**src/rtl/instruction_prefetch_unit.sv**
```systemverilog
// rtl/instruction_prefetch_unit.sv - fetch stage: PC, sync-read IMEM driver, tagged instruction FIFO, redirect flush
module instruction_prefetch_unit #(
    parameter int                    ADDR_WIDTH  = 32,
    parameter int                    IMEM_AW     = 10,
    parameter int                    QUEUE_DEPTH = 4,
    parameter logic [ADDR_WIDTH-1:0] RESET_PC    = '0
) (
    input  logic                  i_clk,
    input  logic                  i_reset,
    input  logic                  i_redirect,
    input  logic [ADDR_WIDTH-1:0] i_redirect_base,
    input  logic [ADDR_WIDTH-1:0] i_pc_immed,
    output logic [IMEM_AW-1:0]    o_imem_addr,
    input  logic [31:0]           i_imem_dout,
    output logic [31:0]           o_instr,
    output logic [ADDR_WIDTH-1:0] o_instr_pc,
    output logic                  o_instr_valid,
    input  logic                  i_instr_ready
);
    localparam int              PW      = $clog2(QUEUE_DEPTH);
    localparam logic [PW+1:0]   DEPTH_L = (PW+2)'(QUEUE_DEPTH);

    logic [ADDR_WIDTH-1:0] r_f_pc;
    logic [31:0]           r_q_word [QUEUE_DEPTH];
    logic [ADDR_WIDTH-1:0] r_q_pc   [QUEUE_DEPTH];
    logic [PW-1:0]         r_rd_ptr;
    logic [PW-1:0]         r_wr_ptr;
    logic [PW:0]           r_count;
    logic                  r_inflight;
    logic [ADDR_WIDTH-1:0] r_inflight_pc;

    logic                  w_pop;
    logic                  w_write;
    logic                  w_issue;
    logic [PW+1:0]         w_occupancy;
    logic [ADDR_WIDTH-1:0] w_target;
    logic [ADDR_WIDTH-1:0] w_target_aligned;

    assign o_imem_addr      = r_f_pc[IMEM_AW+1:2];
    assign o_instr_valid    = (r_count != '0);
    assign o_instr          = o_instr_valid ? r_q_word[r_rd_ptr] : 32'd0;
    assign o_instr_pc       = o_instr_valid ? r_q_pc[r_rd_ptr] : '0;

    assign w_pop            = o_instr_valid & i_instr_ready;
    assign w_write          = r_inflight & ~i_redirect & ~i_reset;
    assign w_target         = i_redirect_base + ADDR_WIDTH'(4) + i_pc_immed;
    assign w_target_aligned = w_target & {{(ADDR_WIDTH-2){1'b1}}, 2'b00};

    // Reserve a slot for the word already in flight so a return can never overflow.
    assign w_occupancy = {1'b0, r_count} + {{(PW+1){1'b0}}, r_inflight}
                       - {{(PW+1){1'b0}}, w_pop};
    assign w_issue     = ~i_reset & ~i_redirect & (w_occupancy < DEPTH_L);

    always_ff @(posedge i_clk) begin
        if (i_reset) begin
            r_f_pc        <= RESET_PC;
            r_rd_ptr      <= '0;
            r_wr_ptr      <= '0;
            r_count       <= '0;
            r_inflight    <= 1'b0;
            r_inflight_pc <= '0;
        end else if (i_redirect) begin
            r_f_pc     <= w_target_aligned;
            r_rd_ptr   <= '0;
            r_wr_ptr   <= '0;
            r_count    <= '0;
            r_inflight <= 1'b0;
        end else begin
            r_inflight <= w_issue;
            if (w_issue) begin
                r_inflight_pc <= r_f_pc;
                r_f_pc        <= r_f_pc + ADDR_WIDTH'(4);
            end
            if (w_write) begin
                r_wr_ptr <= r_wr_ptr + PW'(1);
            end
            if (w_pop) begin
                r_rd_ptr <= r_rd_ptr + PW'(1);
            end
            r_count <= r_count + {{PW{1'b0}}, w_write} - {{PW{1'b0}}, w_pop};
        end
    end

    // Queue storage needs no reset: entries are only visible while counted.
    always_ff @(posedge i_clk) begin
        if (w_write) begin
            r_q_word[r_wr_ptr] <= i_imem_dout;
            r_q_pc[r_wr_ptr]   <= r_inflight_pc;
        end
    end
endmodule
```
**config.mk**
```make
export PLATFORM = sky130hd
export DESIGN_NAME = instruction_prefetch_unit
export DESIGN_NICKNAME = d
export VERILOG_FILES = /design/src/rtl/instruction_prefetch_unit.sv
export SDC_FILE = /design/constraint.sdc
export NUM_CORES = 1
export LEC_CHECK = 0
export ABC_CLOCK_PERIOD_IN_PS = 8000
export CORE_ASPECT_RATIO = 1.5
export CORE_UTILIZATION = 53
export DETAILED_ROUTE_END_ITERATION = 10
export PLACE_DENSITY_LB_ADDON = 0.25
export SLEW_MARGIN = 0
export SYNTH_ARGS = -nofsm -noshare
export SYNTH_HDL_FRONTEND = slang
export SYNTH_SLANG_ARGS = --single-unit
```
**constraint.sdc**
```tcl
create_clock -name i_clk -period 8 [get_ports i_clk]
set_input_delay 1.6 -clock i_clk [delete_from_list [all_inputs] [get_ports i_clk]]
set_output_delay 1.6 -clock i_clk [all_outputs]
set_load 0.005 [all_outputs]
```
# Yosys cells after proc, flatten, opt, wreduce, memory -nomap -nowiden
# Memories as Yosys holds them, arrays and structs flattened. A register that Yosys moved wholly into a read port is not among the register bits.
# Index checks and enable logic that the tools add are counted.
# W data, S select, Z words.
dict set report word_totals {
  in_bits 100
  mem_bits_rw 256
  wordCells 40
  ff_bits 72
  memories 2
  out_inout_bits 75
}
# memory depth word_bits rd rd_ports_with_merged_regs wr line
set mem_list {}
lappend mem_list {r_q_pc 4 32 1 1 1 25} ;# logic [ADDR_WIDTH-1:0] r_q_pc [QUEUE_DEPTH];
lappend mem_list {r_q_word 4 32 1 1 1 24} ;# logic [31:0] r_q_word [QUEUE_DEPTH];
dict set report classes {
  magnitude_cmp 1
  muxes 10
  n_bitwise 7
  n_reduce_logical 4
  n_addsub 9
}
# cell n
set ops {}
lappend ops {{$mux W32} 4}
lappend ops {{$add A32 B3 Y32 const B} 2}
lappend ops {{$add A32 B32 Y32} 1}
lappend ops {{$mux W2} 4}
lappend ops {{$and A1 B1 Y1} 5}
lappend ops {{$add A2 B1 Y2 const B} 2}
lappend ops {{$add A3 B1 Y4} 1}
lappend ops {{$lt A4 B3 Y1 const B} 1}
lappend ops {{$sub A4 B1 Y4} 1}
lappend ops {{$add A3 B1 Y3} 1}
lappend ops {{$reduce_bool A3 Y1} 1}
lappend ops {{$sub A3 B1 Y3} 1}
lappend ops {{$mux W1} 2}
lappend ops {{$not A1 Y1} 2}
lappend ops {{$reduce_and A2 Y1} 1}
lappend ops {{$reduce_bool A2 Y1} 1}
lappend ops {{$reduce_or A2 Y1} 1}

# Logic depth before layout (Yosys ltp)
# Gate-level depths: netlist of run 1.
dict set report depth {
  ltp_word 7
  ltp_mapped 15
  depth_no_buf 13
}

# Worst setup path before layout of run 1
# Ideal clock, no wire load.
dict set report synth_timing {
  path_kind {input to register}
  from {input port i_reset}
  to {memory r_q_pc[0][10] (enable)}
  t_required_ps 7573
  cell_stages 3
  path_buffers 1
  arrival_ps 3572
  path_slack_ps 4002
  cell_sequence {clkbuf_1 -> nor2_1 -> and3_1}
}
dict set report synth_between {
  elab_chain_len 4
}
# item line
set synth_lines {}
lappend synth_lines {{from (decl)} 9} ;# input logic i_reset,
lappend synth_lines {{$not A1 Y1} 45} ;# assign w_write = r_inflight & ~i_redirect & ~i_reset;
lappend synth_lines {{$and A1 B1 Y1} 45}
lappend synth_lines {{$mux W1} 86} ;# if (w_write) begin
lappend synth_lines {{$mux W1 (not written as such)} 88} ;# r_q_pc[r_wr_ptr] <= r_inflight_pc;
lappend synth_lines {{to (decl)} 25}
# No other way between the ends.

==> results of run 1 <==
-- cell type report --
type                            instances  area share
Sequential cell                       318       0.506
Multi-Input combinational cell        620       0.310
Timing Repair Buffer                  183       0.103
Clock buffer                           33      0.0411
Tap cell                              342      0.0245
Clock inverter                         17     0.00988
Inverter                               25     0.00537
-- Yosys cell counts, drive strengths merged (2+ instances only) --
library cell | n | area (sq um)
o21bai | 2 | 15.0
nor2 | 78 | 293
edfxtp | 248 | 7450
dfxtp | 70 | 1400
and4 | 3 | 26.3
o21a | 4 | 30.0
mux4 | 62 | 1400
and2 | 68 | 425
clkbuf | 31 | 116
a221oi | 3 | 32.5
o31ai | 3 | 46.3
a21o | 12 | 90.1
inv | 25 | 93.8
nand2 | 40 | 150
nand4 | 9 | 56.3
or3 | 2 | 12.5
o211ai | 2 | 15.0
nand2b | 5 | 31.3
or2 | 2 | 12.5
xnor2 | 35 | 307
xor2 | 21 | 184
o21ai | 19 | 95.1
nand3b | 2 | 15.0
a221o | 2 | 20.0
a21oi | 38 | 190
ha | 69 | 863
o22ai | 8 | 56.3
fa | 2 | 40.0
a211o | 2 | 17.5
mux2i | 32 | 320
and3 | 15 | 93.8
o31a | 2 | 17.5
a211oi | 15 | 118
buf | 25 | 160
nor4 | 3 | 25.0
a31oi | 5 | 37.5
nand3 | 24 | 120
nor3 | 11 | 71.3
nor2b | 6 | 37.5
-- path summary, 6_finish.rpt --
path                                                 to  slack, ns                           start  cells past startpoint
worst max-delay path                     o_instr_pc[15]       3.18                        register                      4
worst min-delay path            r_q_pc[2][16]$_DFFE_PP_       0.52  r_inflight_pc[16]$_SDFFE_PP0P_                      0
worst max register to register  r_f_pc[30]$_SDFFE_PP0P_       4.03           r_count[1]$_SDFF_PP0_                     15
worst min register to register  r_q_pc[2][16]$_DFFE_PP_       0.52  r_inflight_pc[16]$_SDFFE_PP0P_                      0
-- cells by family after synthesis --
group | after synthesis
AND/OR/NAND/NOR | 268
other | 1
XOR/XNOR | 56
multiplexers | 94
AO/OA/AOI/OAI | 129
flip-flops | 318
adder cells (fa/ha/maj) | 71
buffers and inverters | 81
-- per-stage QoR --
stage | utilization | setup WS [ns]
floorplan | - | 4.00
global placement | 0.612 | 3.16
detailed placement | 0.612 | 3.09
CTS | 0.644 | 3.03
global route | 0.644 | 2.91
finish | 0.644 | 3.18
-- per-layer routing --
layer  vias to the layer above  track usage  routed length (um)
li1                       4159            -                   -
met3                        42       0.0219                1060
met5                         -            0                   0
met4                         0       0.0722                 652
met1                      4288        0.225               10800
met2                       188        0.377               15000
-- flip-flops by register name, summed over array words and instances (netlist names), named ones only --
| register | flops |
|---|---|
| r_q_pc | 120 |
| r_inflight_pc | 30 |
| r_inflight | 1 |
| r_f_pc | 30 |
| r_wr_ptr | 2 |
| r_q_word | 128 |
| r_rd_ptr | 2 |
| r_count | 3 |
-- worst register-to-register path, stage by stage, from the launching register on --
cell and delay [ns]:
dfxtp_1 0.41, or3_2 0.14, buf_4 0.50, and2_1 0.31, ha_1 0.18, inv_1 0.04, ha_1 0.26, nand3b_1 0.12
a211o_1 0.37, a31oi_4 0.16, buf_4 0.53, and2_1 0.31, nand2b_1 0.14, nor2_1 0.14, xnor2_1 0.13, o22ai_1 0.09
-- power breakdown --
| part | total, uW | internal, uW | switching (uW) |
|---|---|---|---|
| Combinational | 423 | 220 | 203 |
| Clock | 1300 | 739 | 562 |
| Sequential | 1860 | 1810 | 42.4 |
==> results.yml, run 1 <==
synthesis:
  synth_fa_ha_area_frac: 0.0618
  synth_top_family_by_area: "multiplexers"
  async_flop_share: 0
  muxShareOfSynthArea: 0.117
  syn_inst: 1018
  ys_seq_area_frac: 0.605
  syn-cell-area_sq_um: 14600
  synthXorXnorAreaFrac: 0.0336
  synthSimpleGateAreaFrac: 0.0937
  postSynthAreaPerCell_sq_um: 14.4
  synth.ff_latch_count: 318
  ys_types: 64
  synth-edff-count: 248
  yosysWarnings: 0
  synth-compound-area-share: 0.0626
  ys.flop_type: "edfxtp_1"
clock_tree:
  hold_buffers: 0
  cts_max_path_buffers: 3
  clock_sinks: 318
  post_cts_resized: 0
  root_buffer: "clkbuf_16"
  post-cts-setup-buffers: 0
  cts_made_buffers: 27
  clk_pin_slew_ns: 0.07
  h-tree-depth: 1
  cts_tree: "yes"
  clk_latency_ns: 0.54
sta:
  tightest_slew_ns: 0.870
  slew_headroom: 0.420
  min_period_ns: 4.82
  drv_slew: 0
  hold_ws_ns: 0.515
  fin_tns_setup_ns: 0
  fmax_ghz: 0.207
  setup_violations: 0
  clock_skew_ns: 0.0115
  rsz0062_at_grt: "false"
  finalCritPeriodShare: 0.603
  final_hold_viol_count: 0
place:
  numPortBuffers: 172
  place_inst: 1488
  gp_congestion: 0.862
  dpl_cell_area_sq_um: 16600
  hpwl_um: 18000
global_routing:
  track_usage: 0.199
  antenna_found_initial: 0
  grt_first_pass_wirelength_um: 43200
  overflow: 0
  grt_pass1_vias: 8588
  grt_max_degree: 65
die:
  start_util: 0.539
  placementRows: 74
  io_pins: 175
  die_area_sq_um: 28300
  die_y_um: 205
  coreArea_sq_um: 27100
  die_w_um: 138
final_layout:
  final_cell_mix: "edfxtp_1 (248), clkdlybuf4s50_1 (171), nor2_1 (78)"
  final_layout_size_suffix_gt1_frac: 0.115
  num-nets-final: 1346
  syn2layout_area_growth_pct: 19.6
  layout_commonest_cell: "edfxtp_1"
  antenna_cells: 0
  fin_area_sq_um: 17500
  finalNonFillerCells: 1538
  nFillCells: 2014
  multi_input_area_sq_um: 5420
  seqCellArea_sq_um: 8850
power:
  p_total_uw: 3580
  leakage_uw: 0.00607
  power_density_nw_per_um2: 205
  ir_drop_mv: 0.159
detailed_routing:
  antenna_left: 0
  routedWlPerCell_um: 17.9
  vias_per_cell: 5.64
  dr.first_iter.drc_count: 386
  wl_um: 27500
  vias: 8677
  post-route-drc-count: 0
  firstDrtPassIters: 4
run:
  drv_cap: 0
status:
  outcome: "finished clean"
setup_path:
  cp_data_arrival_time_ns: 3.22
  cp_slowest_cell: "dfxtp_4"
  critPathMaxFanout: 32
  max_stage_delay_ns: 0.78
  path_delay_family: "buffers and inverters"
  worstPathRequired_ns: 6.40
  path_class: "register to output port"
  end_kind: "output port"
  critical_path.startpoint_type: "register"
  cp_num_buf_inv: 2
  cp_cell_sequence: "buf_4, mux4_2, and2_1, clkdlybuf4s50_1"
worst_hold_path:
  hp-class: "register to register"
No activity file was read; power rests on OpenSTA's default activity.
==> run 2: changes to the inputs <==
Settings changed: ABC_CLOCK_PERIOD_IN_PS 8000 to 4500.
Clock period 8 ns to 4.5 ns, I/O delays scaled along.
==> run 2 against run 1 <==
  * Sequential share of layout area shrank 0.40 points
  * Critical path depth unchanged
  * Register-to-register slack worse by 2.7 ns
  * Combinational power is 79% higher
  * Final area rose by 0.79%
  * Clock skew down 0.00053 ns
  * Critical endpoint is now o_instr_pc[29]
==> results.yml, run 2 (same netlist as run 1, synthesis figures left out) <==
status:
  outcome: "finished clean"
place:
  hpwl_um: 18200
  pre_cts_ws_ns: 0.494
  numPortBuffers: 172
  gp_congestion: 0.845
setup_path:
  end_kind: "output port"
  cp_data_arrival_time_ns: 2.84
  path_delay_family: "buffers and inverters"
  path_class: "register to output port"
  worstPathRequired_ns: 3.60
  cp_cell_sequence: "buf_4, mux4_2, and2_1, clkdlybuf4s50_1"
  r2r_setup_slack_ns: 1.33
  cp_num_buf_inv: 2
  cp_slowest_cell: "dfxtp_4"
  critical_path.startpoint_type: "register"
  max_stage_delay_ns: 0.75
  critPathMaxFanout: 31
power:
  power_density_nw_per_um2: 366
  ir_drop_mv: 0.365
  leakage_uw: 0.00614
global_routing:
  overflow: 0
  grt_pass1_vias: 8672
  track_usage: 0.199
  antenna_found_initial: 0
  grt_max_degree: 64
  grt_first_pass_wirelength_um: 43500
die:
  start_util: 0.539
  coreArea_sq_um: 27100
  placementRows: 74
  io_pins: 175
  die_y_um: 205
  die_w_um: 138
  die_area_sq_um: 28300
clock_tree:
  clk_latency_ns: 0.53
  h-tree-depth: 1
  cts_made_buffers: 27
  cts_tree: "yes"
  root_buffer: "clkbuf_16"
  clk_pin_slew_ns: 0.07
  post-cts-setup-buffers: 0
  hold_buffers: 0
  post_cts_resized: 0
  clock_sinks: 318
  cts_max_path_buffers: 3
sta:
  final_hold_viol_count: 0
  fmax_ghz: 0.267
  slew_headroom: 0.581
  setup_violations: 0
  clock_skew_ns: 0.0109
  finalCritPeriodShare: 0.832
  worst_slack_ns: 0.758
  rsz0062_at_grt: "false"
  tightest_slew_ns: 0.621
  drv_slew: 0
  min_period_ns: 3.74
  fin_tns_setup_ns: 0
detailed_routing:
  wl_um: 27400
  dr.first_iter.drc_count: 474
  routedWlPerCell_um: 17.7
  firstDrtPassIters: 4
  vias: 8690
  vias_per_cell: 5.62
  antenna_left: 0
  post-route-drc-count: 0
final_layout:
  reg_top3: "r_q_word x128, r_q_pc x120"
  layout_commonest_cell: "edfxtp_1"
  nFillCells: 2018
  final_core_util: 0.650
  seqCellArea_sq_um: 8850
  final_cell_mix: "edfxtp_1 (248), clkdlybuf4s50_1 (171), nor2_1 (78)"
  top_register: "r_q_word"
  largest_reg_flops: 128
  multi_input_area_sq_um: 5420
  syn2layout_area_growth_pct: 20.6
  num-nets-final: 1354
  antenna_cells: 0
  final_layout_size_suffix_gt1_frac: 0.124
run:
  drv_cap: 0
worst_hold_path:
  hp-class: "register to register"
run 2: layout make-up:
cell class / instances / area share
Clock buffer: 34 / 0.0428
Multi-Input combinational cell: 620 / 0.307
Tap cell: 342 / 0.0243
Clock inverter: 15 / 0.0101
Inverter: 25 / 0.00533
Sequential cell: 318 / 0.502
Timing Repair Buffer: 191 / 0.108
run 2: routing by layer:
metal	wire length, um	part of all wire	up-vias	track usage
met2	14900	0.54	217	0.375
met4	592	0.022	0	0.0628
li1	-	-	4181	-
met5	0	0	-	0
met1	10800	0.39	4253	0.232
met3	1120	0.041	39	0.0214
run 2: power breakdown:
part | internal, uW | switching, uW | leakage (uW)
clock | 1370 | 1020 | 0.000449
sequential | 3220 | 74.6 | 0.00285
combinational | 394 | 363 | 0.00284
total | 4990 | 1460 | 0.00614
run 2: worst paths after layout:
kind,startpoint,cells past startpoint,to
max reg2reg,r_count[1]$_SDFF_PP0_,11,r_f_pc[16]$_SDFFE_PP0P_
min reg2reg,r_inflight_pc[2]$_SDFFE_PP0P_,0,r_q_pc[2][2]$_DFFE_PP_
min,r_inflight_pc[2]$_SDFFE_PP0P_,0,r_q_pc[2][2]$_DFFE_PP_
max,register,4,o_instr_pc[29]
run 2: through the flow:
step           total power [uW]  hold slack, ns  cells  area (sq um)
2_1_floorplan              3830           0.459   1019         14600
3_3_place_gp               4110           0.476   1496         16700
3_5_place_dp               4120           0.492   1496         16700
4_1_cts                    6510           0.508   1545         17600
5_1_grt                    6690           0.532   1545         17600
6_report                   6450           0.506   1545         17600
==> run 3: changes to the inputs <==
Settings changed: ABC_CLOCK_PERIOD_IN_PS 4500 to 3700.
Clock period 4.5 ns to 3.7 ns, I/O delays scaled along.
==> run 3 against run 2 <==
  * Sequential power grew 22%
  * Clock skew increased by 0.0012 ns
  * Critical endpoint is now o_instr_pc[14]
  * Sequential share of layout area fell by 0.18 points
  * Largest power group unchanged
  * Power rose by 20%
  * First-iteration DRC count decreased by 3.0%
  * Final area is 0.37% higher
  * Utilization up 0.24 points
  * Global-route usage increased by 0.17 points
==> results.yml, run 3 (same netlist as run 1, synthesis figures left out) <==
status:
  outcome: "finished clean"
die:
  die_area_sq_um: 28300
  die_w_um: 138
  io_pins: 175
  start_util: 0.539
  coreArea_sq_um: 27100
  die_y_um: 205
  placementRows: 74
setup_path:
  reg2reg_from: "r_count[1]$_SDFF_PP0_"
  r2r_setup_slack_ns: 0.57
  worstPathRequired_ns: 2.96
  end_kind: "output port"
  cp_data_arrival_time_ns: 2.67
  critPathCapture: "o_instr_pc[14]"
  r2r_end: "r_f_pc[15]$_SDFFE_PP0P_"
  critical_path.startpoint_type: "register"
  path_class: "register to output port"
  worstRegToRegCells: 13
  critPathMaxFanout: 20
detailed_routing:
  antenna_left: 0
  post-route-drc-count: 0
  routedWlPerCell_um: 17.7
  dr.first_iter.drc_count: 460
  wl_um: 27500
  firstDrtPassIters: 4
  vias_per_cell: 5.60
  vias: 8690
final_layout:
  final_cell_mix: "edfxtp_1 (248), clkdlybuf4s50_1 (171), nor2_1 (78)"
  final_layout_size_suffix_gt1_frac: 0.124
  layout_commonest_cell: "edfxtp_1"
  largest_reg_flops: 128
  num-nets-final: 1360
  reg_top3: "r_q_word x128, r_q_pc x120"
  top_register: "r_q_word"
  syn2layout_area_growth_pct: 21.0
  antenna_cells: 0
place:
  hpwl_um: 18100
  gp_congestion: 0.867
  numPortBuffers: 172
global_routing:
  track_usage: 0.201
  grt_pass1_vias: 8953
  overflow: 0
  grt_first_pass_wirelength_um: 44000
  grt_max_degree: 64
  antenna_found_initial: 0
worst_hold_path:
  hp-class: "register to register"
  hp-start: "r_inflight_pc[2]$_SDFFE_PP0P_"
clock_tree:
  clock_sinks: 318
  post-cts-setup-buffers: 0
  root_buffer: "clkbuf_16"
  cts_tree: "yes"
  hold_buffers: 0
  clk_pin_slew_ns: 0.07
  post_cts_resized: 0
  h-tree-depth: 1
  cts_made_buffers: 27
  cts_max_path_buffers: 3
  clk_latency_ns: 0.54
run:
  drv_cap: 0
sta:
  fin_tns_setup_ns: 0
  min_period_ns: 3.41
  setup_violations: 0
  rsz0062_at_grt: "false"
  clock_skew_ns: 0.0121
  drv_slew: 0
  fmax_ghz: 0.293
  tightest_slew_ns: 0.599
  slew_headroom: 0.600
  final_hold_viol_count: 0
  finalCritPeriodShare: 0.922
power:
  p_total_uw: 7760
  power_density_nw_per_um2: 438
  leakage_uw: 0.00617
  ir_drop_mv: 0.323
run 3: changes by cell type in the layout (fill, tap and decap cells not counted), sizes merged:
cell,before,now
clkinv,4,8
clkinvlp,4,0
buf,20,26
clkbuf,34,37
inv,29,27
run 3: routing by layer:
metal	vias to the layer above	GRT usage	part of all wire
li1	4191	-	-
met5	-	0	0
met4	0	0.0738	0.026
met1	4253	0.233	0.40
met2	208	0.376	0.54
met3	38	0.0200	0.042
run 3: worst min-delay path by stage:
stage,slack (ns),to,depth (start not counted)
after global routing,0.53,r_q_pc[0][2]$_DFFE_PP_,0
after floorplan,0.46,r_q_pc[0][10]$_DFFE_PP_,0
after CTS,0.51,r_q_pc[0][2]$_DFFE_PP_,0
final,0.51,r_q_pc[1][2]$_DFFE_PP_,0
after global placement,0.48,r_q_pc[3][9]$_DFFE_PP_,0
after detailed placement,0.50,r_q_pc[2][15]$_DFFE_PP_,0
run 3: worst max-delay path: stages (launching register included):
cell and delay [ns]:
dfxtp_4 0.64, buf_4 0.31, mux4_2 0.51, and2_1 0.21, clkdlybuf4s50_1 0.45
run 3: layout make-up:
type	instances	area [sq um]
repair buffers	197	2000
inverters	25	93.8
well taps	342	428
clock buffers	37	743
flip-flops and latches	318	8850
fillers	2008	9440
clock inverters	13	146
multi-input cells	620	5420
run 3: stage by stage:
| step | instances | instance area (sq um) | hold slack, ns | utilization | worst slack [ns] |
|---|---|---|---|---|---|
| 2_1_floorplan | 1019 | 14600 | 0.459 | - | 0.562 |
| 3_3_place_gp | 1502 | 16800 | 0.476 | 0.619 | 0.0552 |
| 3_5_place_dp | 1502 | 16800 | 0.497 | 0.619 | 0.0272 |
| 4_1_cts | 1552 | 17700 | 0.514 | 0.652 | 0.225 |
| 5_1_grt | 1552 | 17700 | 0.526 | 0.652 | 0.150 |
| 6_report | 1552 | 17700 | 0.512 | 0.652 | 0.290 |
run 3: power by group:
group	internal, uW	switching [uW]	total (uW)
combinational	491	446	937
clock	1620	1190	2810
sequential	3920	88.2	4010
total	6040	1720	7760
